--- src/rtl/exe_seq_pkg.sv ---
// Shared types and constants for the execution-unit operation sequencer.
package exe_seq_pkg;

    // Sequencer control states: one operation in flight at a time.
    typedef enum logic [1:0] {
        IDLE   = 2'd0,
        DRIVE  = 2'd1,
        SAMPLE = 2'd2,
        HOLD   = 2'd3
    } seq_state_t;

    // Width of the execution-unit status word.
    localparam int STATUS_W = 4;

    // Default operand and opcode widths of the execution unit.
    localparam int DEF_ARG_W  = 4;
    localparam int DEF_OPER_W = 2;

    // Command layout at the default widths.
    // Modules with other widths rebuild the same field order locally.
    typedef struct packed {
        logic [DEF_OPER_W-1:0] oper;
        logic [DEF_ARG_W-1:0]  argA;
        logic [DEF_ARG_W-1:0]  argB;
    } cmd_t;

    // Number of bits in a packed command for the given widths.
    function automatic int cmd_bits(input int arg_w, input int oper_w);
        return oper_w + 2 * arg_w;
    endfunction

endpackage

--- src/rtl/seq_cmd_fifo.sv ---
// Small synchronous command FIFO.
// The head entry is read straight out of the storage registers, so it is
// stable for the whole cycle. A pop is honoured only when the FIFO held
// data before the edge, so there is no write-to-read bypass.
module seq_cmd_fifo #(
    parameter int WIDTH = 8,
    parameter int DEPTH = 4
) (
    input  logic             i_clk,
    input  logic             i_rst,
    input  logic             i_push,
    input  logic             i_pop,
    input  logic [WIDTH-1:0] i_wdata,
    output logic [WIDTH-1:0] o_rdata,
    output logic             o_full,
    output logic             o_empty
);

    localparam int AW = $clog2(DEPTH);

    logic [AW:0]      wr_ptr_q, wr_ptr_d;
    logic [AW:0]      rd_ptr_q, rd_ptr_d;
    logic [WIDTH-1:0] mem_q [DEPTH];
    logic [WIDTH-1:0] mem_d [DEPTH];
    logic             do_push;
    logic             do_pop;

    // The extra pointer bit separates "full" from "empty" when the indices match.
    assign o_empty = (wr_ptr_q == rd_ptr_q);
    assign o_full  = (wr_ptr_q[AW] != rd_ptr_q[AW]) &&
                     (wr_ptr_q[AW-1:0] == rd_ptr_q[AW-1:0]);
    assign do_push = i_push && !o_full;
    assign do_pop  = i_pop && !o_empty;
    assign o_rdata = mem_q[rd_ptr_q[AW-1:0]];

    // Compute the next storage contents and pointer positions.
    always_comb begin
        mem_d    = mem_q;
        wr_ptr_d = wr_ptr_q;
        rd_ptr_d = rd_ptr_q;
        if (do_push) begin
            mem_d[wr_ptr_q[AW-1:0]] = i_wdata;
            wr_ptr_d                = wr_ptr_q + (AW+1)'(1);
        end
        if (do_pop) begin
            rd_ptr_d = rd_ptr_q + (AW+1)'(1);
        end
    end

    // Pointer registers; reset empties the FIFO.
    always_ff @(posedge i_clk) begin
        if (i_rst) begin
            wr_ptr_q <= '0;
            rd_ptr_q <= '0;
        end else begin
            wr_ptr_q <= wr_ptr_d;
            rd_ptr_q <= rd_ptr_d;
        end
    end

    // Storage registers; contents are don't-care while the FIFO is empty.
    always_ff @(posedge i_clk) begin
        mem_q <= mem_d;
    end

endmodule

--- src/rtl/exe_op_sequencer.sv ---
// Wrapper stage around a registered execution unit.
// Commands are queued, issued one at a time with operands held stable,
// and the registered result is captured and offered to a consumer.
// A saturating counter tracks results whose status is non-zero.
module exe_op_sequencer
    import exe_seq_pkg::*;
#(
    parameter int m     = 4,
    parameter int n     = 2,
    parameter int DEPTH = 4,
    parameter int CNT_W = 8
) (
    input  logic                i_clk,
    input  logic                i_rst,
    input  logic                i_cmd_valid,
    output logic                o_cmd_ready,
    input  logic [n-1:0]        i_cmd_oper,
    input  logic [m-1:0]        i_cmd_argA,
    input  logic [m-1:0]        i_cmd_argB,
    output logic [n-1:0]        o_oper,
    output logic [m-1:0]        o_argA,
    output logic [m-1:0]        o_argB,
    input  logic [m-1:0]        i_exe_result,
    input  logic [STATUS_W-1:0] i_exe_status,
    output logic                o_res_valid,
    input  logic                i_res_ready,
    output logic [m-1:0]        o_res_data,
    output logic [STATUS_W-1:0] o_res_status,
    output logic [n-1:0]        o_res_oper,
    output logic [CNT_W-1:0]    o_err_cnt,
    output logic                o_busy
);

    // Same field order as exe_seq_pkg::cmd_t, sized by this instance.
    typedef struct packed {
        logic [n-1:0] oper;
        logic [m-1:0] argA;
        logic [m-1:0] argB;
    } seq_cmd_t;

    localparam int CMD_W = cmd_bits(m, n);

    seq_state_t          state_q, state_d;
    seq_cmd_t            fifo_wdata;
    seq_cmd_t            fifo_head;
    logic                fifo_full;
    logic                fifo_empty;
    logic                fifo_push;
    logic                fifo_pop;

    logic [n-1:0]        oper_q, oper_d;
    logic [m-1:0]        arg_a_q, arg_a_d;
    logic [m-1:0]        arg_b_q, arg_b_d;
    logic                res_valid_q, res_valid_d;
    logic [m-1:0]        res_data_q, res_data_d;
    logic [STATUS_W-1:0] res_status_q, res_status_d;
    logic [n-1:0]        res_oper_q, res_oper_d;
    logic [CNT_W-1:0]    err_cnt_q, err_cnt_d;

    assign o_cmd_ready = !fifo_full && !i_rst;
    assign fifo_push   = i_cmd_valid && o_cmd_ready;
    assign fifo_wdata  = '{oper: i_cmd_oper, argA: i_cmd_argA, argB: i_cmd_argB};

    seq_cmd_fifo #(
        .WIDTH (CMD_W),
        .DEPTH (DEPTH)
    ) u_fifo (
        .i_clk   (i_clk),
        .i_rst   (i_rst),
        .i_push  (fifo_push),
        .i_pop   (fifo_pop),
        .i_wdata (fifo_wdata),
        .o_rdata (fifo_head),
        .o_full  (fifo_full),
        .o_empty (fifo_empty)
    );

    // State register: reset abandons any operation in flight.
    always_ff @(posedge i_clk) begin
        if (i_rst) begin
            state_q <= IDLE;
        end else begin
            state_q <= state_d;
        end
    end

    // Next state: issue, let the unit register operands, sample, then hold for the consumer.
    always_comb begin
        state_d = state_q;
        unique case (state_q)
            IDLE:    if (!fifo_empty) state_d = DRIVE;
            DRIVE:   state_d = SAMPLE;
            SAMPLE:  state_d = HOLD;
            HOLD:    if (i_res_ready) state_d = fifo_empty ? IDLE : DRIVE;
            default: state_d = IDLE;
        endcase
    end

    // Datapath updates: pop and load operands, capture results, count errors.
    always_comb begin
        fifo_pop     = 1'b0;
        oper_d       = oper_q;
        arg_a_d      = arg_a_q;
        arg_b_d      = arg_b_q;
        res_valid_d  = res_valid_q;
        res_data_d   = res_data_q;
        res_status_d = res_status_q;
        res_oper_d   = res_oper_q;
        err_cnt_d    = err_cnt_q;

        unique case (state_q)
            IDLE: fifo_pop = !fifo_empty;
            SAMPLE: begin
                res_valid_d  = 1'b1;
                res_data_d   = i_exe_result;
                res_status_d = i_exe_status;
                res_oper_d   = oper_q;
                if ((|i_exe_status) && (err_cnt_q != {CNT_W{1'b1}})) begin
                    err_cnt_d = err_cnt_q + CNT_W'(1);
                end
            end
            HOLD: begin
                if (i_res_ready) begin
                    res_valid_d = 1'b0;
                    fifo_pop    = !fifo_empty;
                end
            end
            default: ;
        endcase

        if (fifo_pop) begin
            oper_d  = fifo_head.oper;
            arg_a_d = fifo_head.argA;
            arg_b_d = fifo_head.argB;
        end
    end

    // Output registers; reset clears everything the consumer or unit can see.
    always_ff @(posedge i_clk) begin
        if (i_rst) begin
            oper_q       <= '0;
            arg_a_q      <= '0;
            arg_b_q      <= '0;
            res_valid_q  <= 1'b0;
            res_data_q   <= '0;
            res_status_q <= '0;
            res_oper_q   <= '0;
            err_cnt_q    <= '0;
        end else begin
            oper_q       <= oper_d;
            arg_a_q      <= arg_a_d;
            arg_b_q      <= arg_b_d;
            res_valid_q  <= res_valid_d;
            res_data_q   <= res_data_d;
            res_status_q <= res_status_d;
            res_oper_q   <= res_oper_d;
            err_cnt_q    <= err_cnt_d;
        end
    end

    assign o_oper       = oper_q;
    assign o_argA       = arg_a_q;
    assign o_argB       = arg_b_q;
    assign o_res_valid  = res_valid_q;
    assign o_res_data   = res_data_q;
    assign o_res_status = res_status_q;
    assign o_res_oper   = res_oper_q;
    assign o_err_cnt    = err_cnt_q;
    assign o_busy       = (state_q != IDLE) || !fifo_empty;

endmodule

--- config.mk ---
export PLATFORM = sky130hd
export DESIGN_NAME = exe_op_sequencer
export DESIGN_NICKNAME = d
export VERILOG_FILES = /design/src/rtl/exe_seq_pkg.sv /design/src/rtl/seq_cmd_fifo.sv /design/src/rtl/exe_op_sequencer.sv
export SDC_FILE = /design/constraint.sdc
export NUM_CORES = 1
export LEC_CHECK = 0
export CAP_MARGIN = 20
export CORE_MARGIN = 1
export CORE_UTILIZATION = 35
export DETAILED_ROUTE_END_ITERATION = 8
export GPL_TIMING_DRIVEN = 0
export PLACE_DENSITY_LB_ADDON = 0.2
export RECOVER_POWER = 100
export SYNTH_ARGS = -nofsm -noshare
export SYNTH_HDL_FRONTEND = slang
export SYNTH_SLANG_ARGS = --single-unit
export TNS_END_PERCENT = 10
--- constraint.sdc ---
create_clock -name i_clk -period 3.6 [get_ports i_clk]
set_clock_uncertainty 0.05 [all_clocks]
set_input_delay 0.72 -clock i_clk [delete_from_list [all_inputs] [get_ports i_clk]]
set_output_delay 0.72 -clock i_clk [all_outputs]
set_load 0.1 [all_outputs]
==> results.tsv <==
stage	metric	value	unit
status	status	finished clean	
floorplanning	Initial Util	0.361	
setup_path	CP Data Arrival Time	2750	ps
floorplanning	io pins	53	
sta	WHS	445	ps
cells_and_area	fin nets	319	
grt	GR peak layer	met2	
floorplanning	Die Span Y	96.6	um
placement	HPWL Detailed	3930	um
grt	met2 Use GR	0.217	
cells_and_area	Layout fillers	819	
logic_synthesis	Synth cell types	36	
cts	Post-CTS Hold Buffers	0	
power	Max VDD drop	0.409	mV
setup_path	CP endpoint kind	output port	
logic_synthesis	Mapped Nets	256	
setup_path	crit-path cells	clkdlybuf4s50_1, a31oi_1, clkdlybuf4s50_1	
cts	post-cts sizing count	0	
floorplanning	die width	96.6	um
route	Pre-antenna DRT Iters	5	
cts	Clk Latency, worst-skew pair	350	ps
logic_synthesis	yosys warns	0	
grt	largest net degree at the start of global routing	14	
run	Max Cap Violations	0	
power	Pleak	1.47	nW
sta	crit path time final	3520	ps
sta	RSZ-0062 raised after global routing	no	
sta	Max transition margin	0.331	
logic_synthesis	post-synthesis sequential area ratio	0.620	
cts	TritonCTS Sinks	77	
grt	GRT Total Usage	0.139	
cells_and_area	Syn-to-layout area delta	26.3	%
route	Routed WL	5800	um
setup_path	Critical Path Most Common Cell	clkdlybuf4s50_1	
cells_and_area	commonest non-fill, non-tap cell in the layout	dlygate4sd3_1	
route	vias per inst	4.83	
cells_and_area	non-filler cells, final	400	
route	drc violations	0	
setup_path	Max stage delay cell, worst path	clkdlybuf4s50_1	
power	pwr/cell area	724	nW/um^2
cts	Post-CTS Setup Inserts	0	
route	via count	1932	
logic_synthesis	dominant cell type by area after synthesis	edfxtp_1	
logic_synthesis	Post-synth EDFFs	40	
setup_path	worst-path maximum fanout	5	
route	DRT iter0 DRCs	51	
cts	CTS max path bufs	2	
min_path	Min-Delay Path Class	flip-flop to flip-flop	
grt	initial antenna violation count	0	
sta	fmax	284	MHz
power	Power, Total	2.86	mW
grt	gr ovfl total	0	
setup_path	data required time of the worst path	2830	ps
logic_synthesis	Seq cells post-synth	77	
cts	Worst-path clk slew	80	ps
floorplanning	floorplan core area	8680	um^2
sta	fin crit share	0.978	
logic_synthesis	Mapped Cells	224	
logic_synthesis	Mean Syn Cell Area	14.0	um^2
placement	Final GP Congestion	0.766	
grt	vias in the first global route	1862	
floorplanning	# rows	34	
cells_and_area	Antenna diodes	0	
cells_and_area	most frequent cells in the layout	dlygate4sd3_1, edfxtp_1, dfxtp_1, nor2_1, mux2i_1	
sta	Setup-failing EPs final	0	
grt	first-pass GRT wire length	9320	um
sta	Final Hold Fails	0	
setup_path	WS Path Type	primary input to output port	
cells_and_area	Core Util, Final	0.455	
sta	Pins Over Slew Limit	0	
logic_synthesis	ranking of synthesized cells by area	edfxtp_1, dfxtp_1, mux2i_1	
setup_path	Slowest Stage Delay on Critical Path	1220	ps
cts	Max H-tree Level	3	
placement	count of input and output buffers	52	
sta	final setup TNS	0	ps
setup_path	Critical Path Source Type	primary input	
cells_and_area	layout cell share with drive strength beyond 1	0.0890	
cts	CTS tree	built	
cts	TritonCTS buffer count	9	
route	Post-DRT Antenna Nets	0	
sta	Worst-Margin Slew	1000	ps
cts	root buf cell	clkbuf_8	
logic_synthesis	mapped cell area	3130	um^2
grt	met3 Use GR	0.0485	
grt	routing usage on met1	0.176	
logic_synthesis	ys flop type	edfxtp_1	
placement	dpl cells	384	
logic_synthesis	fraction of registers with async set/reset	0	
route	post-DR wirelength/cell	14.5	um
logic_synthesis	Synth top area share	0.384	
floorplanning	DIE AREA	9330	um^2
## final timing paths
path,slack [ps],startpoint,to,cells past startpoint
worst max register to register,870,state_q[1],o_oper[0],6
worst min-delay path,440,o_res_data[1],o_res_data[1],2
worst min register to register,440,o_res_data[1],o_res_data[1],2
worst max-delay path,80,i_rst,o_cmd_ready,3
## synthesized netlist by cell type (all sizes together) (2+ instances only)
master / count
a21oi: 5
and3: 5
a311oi: 2
xnor2: 5
o21ai: 2
a31oi: 2
edfxtp: 40
nand3: 2
inv: 7
mux4: 10
dfxtp: 37
clkbuf: 4
nor2: 35
ha: 10
mux2i: 25
buf: 5
nand4: 4
nor2b: 2
xor2: 8
## registers in the layout (all words and copies together) (netlist names)
| register | flops |
|---|---|
| u_fifo.wr_ptr_q | 3 |
| o_res_oper | 2 |
| o_oper | 2 |
| o_argA | 4 |
| u_fifo.mem_q | 40 |
| u_fifo.rd_ptr_q | 3 |
| o_err_cnt | 8 |
| o_res_data | 4 |
| o_res_valid | 1 |
| state_q | 2 |
| o_argB | 4 |
| o_res_status | 4 |
## area by class of cell
| class | count | area [um^2] | share of cell area |
|---|---|---|---|
| Clock inverter | 6 | 63.8 | 0.0161 |
| Tap cell | 108 | 135 | 0.0342 |
| Inverter | 7 | 26.3 | 0.00665 |
| Sequential cell | 77 | 1940 | 0.491 |
| Buffer | 9 | 35.0 | 0.00886 |
| Multi-Input combinational cell | 131 | 1100 | 0.279 |
| Clock buffer | 10 | 128 | 0.0323 |
| Timing Repair Buffer | 52 | 520 | 0.132 |
## power breakdown
| group | total, mW | switching, mW | internal [mW] |
|---|---|---|---|
| logic | 1.15 | 0.816 | 0.339 |
| registers | 1.08 | 0.0631 | 1.02 |
| clock network | 0.626 | 0.307 | 0.319 |
| total | 2.86 | 1.19 | 1.68 |
## critical path: cells and delay by family
kind | cells | cell delay, ps
AO/OA/AOI/OAI | 1 | 390
buffers and inverters | 2 | 1640
## metal layers
metal | vias up | wire length [um]
li1 | 954 | -
met1 | 919 | 2740
met2 | 51 | 2630
met3 | 8 | 348
met4 | 0 | 73
met5 | - | 0
## metrics by stage
step	setup WS (ps)	cell area [um^2]
2_1_floorplan	263	3130
5_1_grt	50.4	3950
3_3_place_gp	106	3790
6_report	79.2	3950
3_5_place_dp	73.4	3790
4_1_cts	70.4	3980
## cell families (layout without fill, tap and decap cells)
kind of cell	Yosys count	count (layout)	share of synthesized area
xor+xnor	13	13	0.0364
compound gates	20	20	0.0516
buf+inv	16	84	0.0220
simple gates	53	53	0.0779
fa+ha+maj	10	10	0.0400
mux	35	35	0.152
flops	77	77	0.620
(Power assumes the default switching activity.)
